**src/rtl/muldiv_sequencer_if.sv**
```systemverilog
// Handshake and result bus between the control FSM and the mult/div sequencer.
interface muldiv_sequencer_if #(
    parameter int unsigned WIDTH = 32
);
    logic             start;
    logic             op;
    logic [WIDTH-1:0] operand_a;
    logic [WIDTH-1:0] operand_b;
    logic             busy;
    logic             done;
    logic             div_zero;
    logic [WIDTH-1:0] hi;
    logic [WIDTH-1:0] lo;

    // Control side: issues requests, observes status and HI/LO.
    modport master (
        output start, op, operand_a, operand_b,
        input  busy, done, div_zero, hi, lo
    );

    // Sequencer side.
    modport slave (
        input  start, op, operand_a, operand_b,
        output busy, done, div_zero, hi, lo
    );
endinterface

```
**src/rtl/muldiv_sequencer.sv**
```systemverilog
// Bit-serial signed multiply / restoring divide on operand magnitudes,
// with sign fix-up in a final cycle. Owns the architectural HI/LO registers.
module muldiv_sequencer #(
    parameter int unsigned WIDTH = 32
) (
    input  logic              clk,
    input  logic              reset,
    muldiv_sequencer_if.slave bus
);
    localparam int unsigned CNT_W = (WIDTH > 2) ? $clog2(WIDTH) : 1;
    localparam int unsigned ACC_W = 2 * WIDTH;

    typedef enum logic [2:0] {
        ST_IDLE,
        ST_MULT,
        ST_DIV,
        ST_FIXUP,
        ST_DZERO
    } state_t;

    state_t             state_q, state_d;
    logic [CNT_W-1:0]   cnt_q, cnt_d;
    // Multiplicand magnitude for mult, divisor magnitude for div.
    logic [WIDTH-1:0]   opnd_q, opnd_d;
    // Mult: {partial product high, multiplier/low}. Div: {remainder, dividend/quotient}.
    logic [ACC_W-1:0]   acc_q, acc_d;
    logic               op_q, op_d;
    logic               sign_a_q, sign_a_d;
    logic               neg_q, neg_d;
    logic               busy_q, busy_d;
    logic               done_q, done_d;
    logic               dz_q, dz_d;
    logic [WIDTH-1:0]   hi_q, hi_d;
    logic [WIDTH-1:0]   lo_q, lo_d;

    logic [WIDTH-1:0]   abs_a, abs_b;
    logic               last_iter;
    logic [WIDTH:0]     mult_sum;
    logic [WIDTH:0]     div_trial;
    logic [ACC_W-1:0]   prod_fix;
    logic [WIDTH-1:0]   quot, rem;

    assign abs_a     = bus.operand_a[WIDTH-1] ? -bus.operand_a : bus.operand_a;
    assign abs_b     = bus.operand_b[WIDTH-1] ? -bus.operand_b : bus.operand_b;
    assign last_iter = (cnt_q == CNT_W'(WIDTH - 1));

    // State register.
    always_ff @(posedge clk) begin
        if (reset) begin
            state_q <= ST_IDLE;
        end else begin
            state_q <= state_d;
        end
    end

    // Next-state selection.
    always_comb begin
        state_d = state_q;
        case (state_q)
            ST_IDLE: begin
                if (bus.start) begin
                    if (!bus.op)                         state_d = ST_MULT;
                    else if (bus.operand_b == '0)        state_d = ST_DZERO;
                    else                                 state_d = ST_DIV;
                end
            end
            ST_MULT, ST_DIV: begin
                if (last_iter) state_d = ST_FIXUP;
            end
            ST_FIXUP, ST_DZERO: state_d = ST_IDLE;
            default:            state_d = ST_IDLE;
        endcase
    end

    // Datapath step and registered outputs for the current state.
    always_comb begin
        cnt_d     = cnt_q;
        opnd_d    = opnd_q;
        acc_d     = acc_q;
        op_d      = op_q;
        sign_a_d  = sign_a_q;
        neg_d     = neg_q;
        busy_d    = busy_q;
        done_d    = 1'b0;
        dz_d      = dz_q;
        hi_d      = hi_q;
        lo_d      = lo_q;
        mult_sum  = {1'b0, acc_q[ACC_W-1:WIDTH]} + (acc_q[0] ? {1'b0, opnd_q} : '0);
        div_trial = {acc_q[ACC_W-1:WIDTH-1]} - {1'b0, opnd_q};
        prod_fix  = neg_q ? -acc_q : acc_q;
        quot      = neg_q ? -acc_q[WIDTH-1:0] : acc_q[WIDTH-1:0];
        rem       = sign_a_q ? -acc_q[ACC_W-1:WIDTH] : acc_q[ACC_W-1:WIDTH];

        case (state_q)
            ST_IDLE: begin
                if (bus.start) begin
                    op_d     = bus.op;
                    sign_a_d = bus.operand_a[WIDTH-1];
                    neg_d    = bus.operand_a[WIDTH-1] ^ bus.operand_b[WIDTH-1];
                    opnd_d   = bus.op ? abs_b : abs_a;
                    acc_d    = {WIDTH'(0), bus.op ? abs_a : abs_b};
                    cnt_d    = '0;
                    busy_d   = 1'b1;
                    dz_d     = 1'b0;
                end
            end
            ST_MULT: begin
                acc_d = {mult_sum, acc_q[WIDTH-1:1]};
                cnt_d = cnt_q + 1'b1;
            end
            ST_DIV: begin
                // Shift remainder left, trial subtract, keep only if non-negative.
                if (!div_trial[WIDTH]) acc_d = {div_trial[WIDTH-1:0], acc_q[WIDTH-2:0], 1'b1};
                else                   acc_d = {acc_q[ACC_W-2:0], 1'b0};
                cnt_d = cnt_q + 1'b1;
            end
            ST_FIXUP: begin
                if (op_q) begin
                    lo_d = quot;
                    hi_d = rem;
                end else begin
                    {hi_d, lo_d} = prod_fix;
                end
                done_d = 1'b1;
                busy_d = 1'b0;
            end
            ST_DZERO: begin
                done_d = 1'b1;
                dz_d   = 1'b1;
                busy_d = 1'b0;
            end
            default: ;
        endcase
    end

    // Datapath and output registers; reset aborts any operation in flight.
    always_ff @(posedge clk) begin
        if (reset) begin
            cnt_q    <= '0;
            opnd_q   <= '0;
            acc_q    <= '0;
            op_q     <= 1'b0;
            sign_a_q <= 1'b0;
            neg_q    <= 1'b0;
            busy_q   <= 1'b0;
            done_q   <= 1'b0;
            dz_q     <= 1'b0;
            hi_q     <= '0;
            lo_q     <= '0;
        end else begin
            cnt_q    <= cnt_d;
            opnd_q   <= opnd_d;
            acc_q    <= acc_d;
            op_q     <= op_d;
            sign_a_q <= sign_a_d;
            neg_q    <= neg_d;
            busy_q   <= busy_d;
            done_q   <= done_d;
            dz_q     <= dz_d;
            hi_q     <= hi_d;
            lo_q     <= lo_d;
        end
    end

    assign bus.busy     = busy_q;
    assign bus.done     = done_q;
    assign bus.div_zero = dz_q;
    assign bus.hi       = hi_q;
    assign bus.lo       = lo_q;
endmodule

```
**src/flat_wrapper.sv**
```systemverilog
// flat-port wrapper written by rule: the top's interface ports become plain ports
module muldiv_sequencer_flat 
#(
    parameter int unsigned WIDTH = 32
)
  (clk, reset, bus_start, bus_op, bus_operand_a, bus_operand_b, bus_busy, bus_done, bus_div_zero, bus_hi, bus_lo);
  muldiv_sequencer_if #(.WIDTH(WIDTH)) bus_i ();
  input  logic clk;
  input  logic reset;
  input wire logic [$bits(bus_i.start)-1:0] bus_start;
  input wire logic [$bits(bus_i.op)-1:0] bus_op;
  input wire logic [$bits(bus_i.operand_a)-1:0] bus_operand_a;
  input wire logic [$bits(bus_i.operand_b)-1:0] bus_operand_b;
  output wire logic [$bits(bus_i.busy)-1:0] bus_busy;
  output wire logic [$bits(bus_i.done)-1:0] bus_done;
  output wire logic [$bits(bus_i.div_zero)-1:0] bus_div_zero;
  output wire logic [$bits(bus_i.hi)-1:0] bus_hi;
  output wire logic [$bits(bus_i.lo)-1:0] bus_lo;
  assign bus_i.start = bus_start;
  assign bus_i.op = bus_op;
  assign bus_i.operand_a = bus_operand_a;
  assign bus_i.operand_b = bus_operand_b;
  assign bus_busy = bus_i.busy;
  assign bus_done = bus_i.done;
  assign bus_div_zero = bus_i.div_zero;
  assign bus_hi = bus_i.hi;
  assign bus_lo = bus_i.lo;
  muldiv_sequencer #(.WIDTH(WIDTH)) u_core (.clk(clk), .reset(reset), .bus(bus_i));
endmodule
```
**config.mk**
```make
export PLATFORM = sky130hd
export DESIGN_NAME = muldiv_sequencer_flat
export DESIGN_NICKNAME = d
export VERILOG_FILES = /design/src/rtl/muldiv_sequencer_if.sv /design/src/rtl/muldiv_sequencer.sv /design/src/flat_wrapper.sv
export SDC_FILE = /design/constraint.sdc
export NUM_CORES = 1
export LEC_CHECK = 0
export CELL_PAD_IN_SITES_DETAIL_PLACEMENT = 1
export CELL_PAD_IN_SITES_GLOBAL_PLACEMENT = 2
export CORE_UTILIZATION = 37
export DETAILED_ROUTE_END_ITERATION = 10
export GPL_TIMING_DRIVEN = 0
export PLACE_DENSITY = 0.95
export SKIP_CTS_REPAIR_TIMING = 1
export SLEW_MARGIN = 25
export SYNTH_ARGS = -nofsm -noshare
export SYNTH_HDL_FRONTEND = slang
export SYNTH_SLANG_ARGS = --single-unit
```
**constraint.sdc**
```tcl
create_clock -name clk -period 9.4 [get_ports clk]
set_input_delay 2.82 -clock clk [delete_from_list [all_inputs] [get_ports clk]]
set_output_delay 2.82 -clock clk [all_outputs]
set_load 0.01 [all_outputs]
```
==> flow_metrics.env <==
export IMPL_hold_viol_final=0
export IMPL_setup_viol=0
export IMPL_netlist_instances=1927
export IMPL_grt_use_met2=0.5142
export IMPL_worst_pin_slew_ns=0.9240
export IMPL_holdWs_ns=0.4517
export IMPL_cp_arrival_ns=6.17
export IMPL_crit_path_end_kind="flop"
export IMPL_place_congestion=0.9690
export IMPL_min_period_over_period=0.6159
export IMPL_synth_top_cell_area_share=0.2431
export IMPL_switching_share=0.5485
export IMPL_hold_path_class="reg -> reg"
export IMPL_powerDensity_nw_per_um2=383.6
export IMPL_async_flop_share=0
export IMPL_top_usage_layer="met2"
export IMPL_synth_avg_cell_area_um2=7.434
export IMPL_grt_first_pass_wirelength_mm=94.13
export IMPL_grt_pass1_vias=15630
export IMPL_crit_family="compound AO/OA/AOI/OAI gates"
export IMPL_coreArea_um2=37840
export IMPL_ys_top_cells_by_area="dfxtp_1, a21oi_1, ha_1"
export IMPL_ys_flop_type="dfxtp_1"
export IMPL_ys_seq_elements=174
export IMPL_drive_above_1_share=0.04830
export IMPL_rows=71
export IMPL_rsz0062_at_grt="no"
export IMPL_worstSetupPathType="in -> reg"
export IMPL_synth_most_common_cell="nand2_1"
export IMPL_max_stage_delay_ns=0.59
export IMPL_wl_mm=62.51
export IMPL_synth_area_leader_cell="dfxtp_1"
export IMPL_synth_common_cells="nand2_1, a21oi_1, dfxtp_1"
export IMPL_cp_num_buf_inv=1
export IMPL_nFillCells=4797
export IMPL_post_route_util=0.4464
export IMPL_hpwlAfterDp_mm=50.21
export IMPL_cts_tree="done"
export IMPL_seqPwrFrac=0.202
export IMPL_clkPwrFrac=0.115
export IMPL_synth_area_um2=14330
export IMPL_synthDistinctLibCells=92
export IMPL_cp_start_kind="primary input"
export IMPL_wl_per_cell_um=24.02
export IMPL_status="complete, no violations"
export IMPL_vias_per_cell=6.142
export IMPL_crit_slowest_cell="o21ai_0"
export IMPL_syn_num_nets=2067
export IMPL_synth_edf_count=0
export IMPL_antenna_cells=0
export IMPL_use_met1=0.4249
export IMPL_cts_root_buffer="clkbuf_16"
export IMPL_intPower_mw=2.926
export IMPL_grt_max_degree=20
export IMPL_postRouteAntennaNets=0
export IMPL_die_area_um2=39510
export IMPL_drt_initial_drc_count=1451
export IMPL_path_clk_slew_ns=0.08
export IMPL_clk_latency_ns=0.47
export IMPL_dieHeight_um=198.8
export IMPL_fin_crit_ns=5.789
export IMPL_drc_errors=0
export IMPL_peakVddDrop_uv=162.3
export IMPL_fin_nets=2218
export IMPL_grt_use_met3=0.03781
export IMPL_die_width_um=198.8
export IMPL_grt_antenna_before_repair=0
export IMPL_power_mw=6.480
export IMPL_io_buffers=132
export IMPL_drt_pre_antenna_iters=5
export IMPL_grt_total_usage=0.3148
export IMPL_slew_headroom=0.3793
export IMPL_required_ns=9.78
export IMPL_syn_to_final_growth_pct=17.91
export IMPL_p_leak_nw=6.291
export IMPL_combPwrFrac=0.683
export IMPL_crit_path_cell_trace="clkdlybuf4s50_1, or4_1, nor2_1, nand4_1, o41ai_1, xor2_1, o21ai_0, a222oi_1, a211oi_1"
export IMPL_drv_slew=0
export IMPL_gr_total_overflow=0
export IMPL_vias=15980
export IMPL_crit_fanout=5
export IMPL_seq_area_frac_synth=0.2431
export IMPL_cts_max_level=4
export IMPL_synth_warnings=0
export IMPL_cts_sinks=174
export IMPL_cts_buffer_depth=2
export IMPL_timing_fmax_mhz=172.7
export IMPL_setup_tns_final_ns=0
export IMPL_num_io_pins=135
export IMPL_skew_ns=0.02068
export IMPL_cap_violations=0
export IMPL_start_util=0.3786
export IMPL_switchingPower_mw=3.554
export IMPL_cts_buffers=17
## layer usage
| metal | vias up | share of wire | wire, µm |
|---|---|---|---|
| met4 | 0 | 0.030 | 1879 |
| met1 | 7875 | 0.44 | 27590 |
| met3 | 94 | 0.069 | 4334 |
| met2 | 658 | 0.46 | 28710 |
| li1 | 7355 | - | - |
| met5 | - | 0 | 0 |
## registers in the layout, indices dropped and copies added (netlist names), 3 cells and up
name / flops
u_core.acc_q: 64
u_core.bus.hi: 32
u_core.bus.lo: 32
u_core.cnt_q: 5
u_core.opnd_q: 32
u_core.state_q: 3
## cells in the final DEF (no fill, tap or decap), types with 14 or more instances in the layout
master,count
nand3_1,33
a22oi_1,16
o21ai_0,164
nand2b_1,15
and2_1,15
clkbuf_1,108
o211ai_1,39
nor4_1,19
dfxtp_1,174
o31ai_1,28
clkdlybuf4s50_1,132
a211oi_1,60
mux2i_1,17
nor2_1,161
or3_1,25
nand4_1,16
o41ai_1,17
inv_1,63
ha_1,70
nand2_1,209
a221oi_1,23
nor3_1,30
xor2_1,89
a21o_1,35
a21oi_1,191
a222oi_1,14
clkbuf_16,17
xnor2_1,71
## worst register-to-register path: stages (launching register included)
cell and delay (ns):
dfxtp_1 0.50, inv_1 0.22, clkbuf_1 0.61, nor2_1 0.13
ha_1 0.41, o21ai_0 0.13, o21ai_0 0.35, and4_1 0.33
o21ai_0 0.10, a21oi_1 0.38, a21oi_1 0.23, o41ai_1 0.55
mux2i_1 0.29, a31oi_1 0.10
## cell families (layout without fill, tap and decap cells)
logic type / count (synthesis) / after routing / synth area share
multiplexers: 34 / 34 / 0.02576
buffers and inverters: 200 / 364 / 0.05581
AO/OA/AOI/OAI: 687 / 687 / 0.3093
AND/OR/NAND/NOR: 600 / 600 / 0.2043
XOR/XNOR: 160 / 160 / 0.09782
adder cells (fa/ha/maj): 72 / 72 / 0.06393
flip-flops: 174 / 174 / 0.2431
## area by class of cell
type                       count  area [µm²]  share of cell area
tap                          511       639.4             0.03785
clock buffer                  17       425.4             0.02518
buffer                       135       555.5             0.03289
timing repair buffer         132        1321             0.07822
clock inverter                15       170.2             0.01007
sequential                   174        3483              0.2062
inverter                      65       244.0             0.01444
multi-input combinational   1553       10050              0.5951
## per-stage QoR
stage / area (µm²) / cells / setup WS (ns)
after floorplan: 14330 / 1927 / 4.470
after global placement: 16290 / 2570 / 3.335
after detailed placement: 16290 / 2570 / 3.289
after CTS: 16890 / 2602 / 3.762
after global routing: 16890 / 2602 / 3.460
final: 16890 / 2602 / 3.611
## power by group through the flow
stage	registers [mW]	logic (mW)	clock network, mW
6_report	1.31	4.42	0.743
5_1_grt	1.33	4.72	0.768
3_3_place_gp	1.30	4.19	0
2_1_floorplan	1.16	2.94	0
4_1_cts	1.29	4.32	0.741
3_5_place_dp	1.30	4.28	0
## worst paths after layout
kind,slack [ns],cells past startpoint,to,start
min reg2reg,0.45,2,u_core.bus.hi[26],u_core.bus.hi[26]
max,3.61,9,u_core.acc_q[30],bus_operand_b[17]
min,0.45,2,u_core.bus.hi[26],u_core.bus.hi[26]
max reg2reg,4.91,13,u_core.acc_q[62],u_core.acc_q[0]
Power figures use the tool's default switching activity.
==> variant: new RTL, same settings <==
`hi_q` and `lo_q` no longer have a reset.
--- a/src/rtl/muldiv_sequencer.sv
+++ b/src/rtl/muldiv_sequencer.sv
@@ -147,4 +147,2 @@
             dz_q     <= 1'b0;
-            hi_q     <= '0;
-            lo_q     <= '0;
         end else begin
@@ -159,5 +157,8 @@
             dz_q     <= dz_d;
-            hi_q     <= hi_d;
-            lo_q     <= lo_d;
         end
+    end
+
+    always_ff @(posedge clk) begin
+        hi_q <= hi_d;
+        lo_q <= lo_d;
     end
Formal check against the unedited RTL: same outputs for any inputs over 10 cycles, from zero or initial values and one cycle with reset high; that may be too few to reach the edited logic, so the function may still have changed.
==> variant against the original RTL <==
Synthesized area is 2.9% lower. Cell area is 2.2% lower. Register-to-register slack worse by 0.44 ns. Routed wire length is 6.4% lower. Sequential cell count stayed put. Via count is 6.9% lower. Setup slack worse by 0.16 ns.
Power is not compared: it rests on default switching activity, and its combinational part moved more than twofold at a synthesized area within 25%.
==> variant: results <==
export IMPL_largest_register_ffs=64
export IMPL_worst_path_max_fanout=5
export IMPL_fmax_mhz=168.1
export IMPL_io_buffer_count=133
export IMPL_layout_nets=2021
export IMPL_clk_path_buf_depth=2
export IMPL_ys_top_cells_by_area="dfxtp_1, edfxtp_1, xnor2_1"
export IMPL_ys_seq_area_share_pct=29.64
export IMPL_routedWlPerCell_um=24.76
export IMPL_grt_start_max_net_pins=51
export IMPL_regMostFlops="u_core.acc_q"
export IMPL_hpwl_um=46090
export IMPL_synthDistinctLibCells=82
export IMPL_grt_util_all_layers_pct=30.02
export IMPL_synthesis_nets=1867
export IMPL_worst_path_largest_cell_delay_ns=0.64
export IMPL_crit_arrival_ns=6.34
export IMPL_p_sw_w=0.001018
export IMPL_drt_iter0_drc=1583
export IMPL_synthAdderAreaFrac_pct=6.583
export IMPL_cts_root_buf="clkbuf_16"
export IMPL_n_antenna_cell=0
export IMPL_met1Wirelength_um=25520
export IMPL_antenna_found_initial=0
export IMPL_place_congestion=0.9590
export IMPL_synthMuxAreaShare_pct=2.689
export IMPL_vdd_ir_drop_max_uv=136.5
export IMPL_skew_ns=0.01891
export IMPL_async_flop_share_pct=0
export IMPL_cts_buffers=17
export IMPL_clk_latency_ns=0.47
export IMPL_cpMaxStageDelayCell="or4b_2"
export IMPL_cts_max_level=4
export IMPL_synth_compound_area_share_pct=26.38
export IMPL_synth_edf_count=64
export IMPL_route_met2_wl_um=27010
export IMPL_synth_xor_area_share_pct=10.51
export IMPL_highest_layer="met4"
export IMPL_wl_met3_um=4091
export IMPL_synth_commonest_cells="nor2_1, nand2_1, a21oi_1, dfxtp_1, xnor2_1"
export IMPL_drt_pass1_iterations=8
export IMPL_detail_route_vias_per_cell=6.297
export IMPL_ys_flop_type="dfxtp_1"
export IMPL_cpLargestDelayFamily="simple AND/OR/NAND/NOR gates"
export IMPL_path_clk_slew_ns=0.08
export IMPL_yosys_warnings=0
export IMPL_p_leak_nw=6.252
export IMPL_grt_first_pass_wirelength_um=88350
export IMPL_status="complete, no violations"
export IMPL_grt_pass1_vias=14850
export IMPL_hold_path_class="register to register"
export IMPL_drive_above_1_share_pct=4.805
export IMPL_max_slew_margin_rel_pct=30.26
==> variant: cell types whose count changed after synthesis, sizes merged, moves of 11 or more <==
cell,delta
xnor2,+33
nand2,-49
a21o,-14
o21ai,-66
clkbuf,-17
xor2,-26
dfxtp,-64
edfxtp,+64
nor2,+22
a21oi,-75
nor4,-11
==> variant: layout make-up <==
| class | instances | area [um2] |
|---|---|---|
| Tap cell | 468 | 585.6 |
| Buffer | 110 | 435.4 |
| Clock inverter | 15 | 209.0 |
| Timing Repair Buffer | 135 | 1366 |
| Multi-Input combinational cell | 1378 | 9125 |
| Sequential cell | 174 | 4124 |
| Inverter | 65 | 246.5 |
| Fill cell | 4452 | 20270 |
| Clock buffer | 17 | 425.4 |
==> variant: metrics by stage <==
stage | instances | worst slack, ns | cell area [um2] | total power, W | util, %
finish | 2362 | 3.452 | 16520 | 0.002546 | 44.90
global route | 2362 | 3.367 | 16520 | 0.002638 | 44.90
CTS | 2362 | 3.516 | 16520 | 0.002525 | 44.90
detailed placement | 2330 | 3.075 | 15880 | 0.001753 | 43.18
global placement | 2328 | 3.106 | 15830 | 0.001725 | 43.03
floorplan | 1727 | 4.318 | 13910 | 0.001442 | -
==> variant: worst reg2reg max path, delay by kind of cell (launching register included) <==
family | cells | cell delay [ns]
AO/OA/AOI/OAI | 7 | 2.82
XOR/XNOR | 1 | 0.12
adder cells (fa/ha/maj) | 1 | 0.39
buffers and inverters | 2 | 0.91
flip-flops | 1 | 0.40
AND/OR/NAND/NOR | 2 | 0.15
==> variant: path summary, 6_finish.rpt <==
| check | start | endpoint | slack, ns | cells after the start |
|---|---|---|---|---|
| min reg2reg | u_core.opnd_q[9] | u_core.opnd_q[9] | 0.47 | 2 |
| max | bus_operand_b[0] | u_core.acc_q[30] | 3.45 | 12 |
| max reg2reg | u_core.acc_q[0] | u_core.acc_q[45] | 4.47 | 13 |
| min | u_core.opnd_q[9] | u_core.opnd_q[9] | 0.47 | 2 |
==> variant: kinds of logic after synthesis <==
family,Yosys count
simple gates,565
compound gates,539
buf+inv,175
flops,174
xor+xnor,167
fa+ha+maj,72
mux,35
==> variant: power by group through the flow <==
stage	registers (W)	clock network [W]	logic, W
2_1_floorplan	0.000884	0	0.000558
3_3_place_gp	0.000899	0	0.000826
3_5_place_dp	0.000902	0	0.000851
4_1_cts	0.000885	0.000782	0.000858
5_1_grt	0.000892	0.000808	0.000938
6_report	0.000888	0.000785	0.000874
==> variant: per-layer routing <==
layer / vias to the layer above / global-route usage (%)
met4: 0 / 10.42
met1: 7412 / 40.55
met3: 132 / 4.229
li1: 6730 / -
met5: - / 0
met2: 600 / 48.85
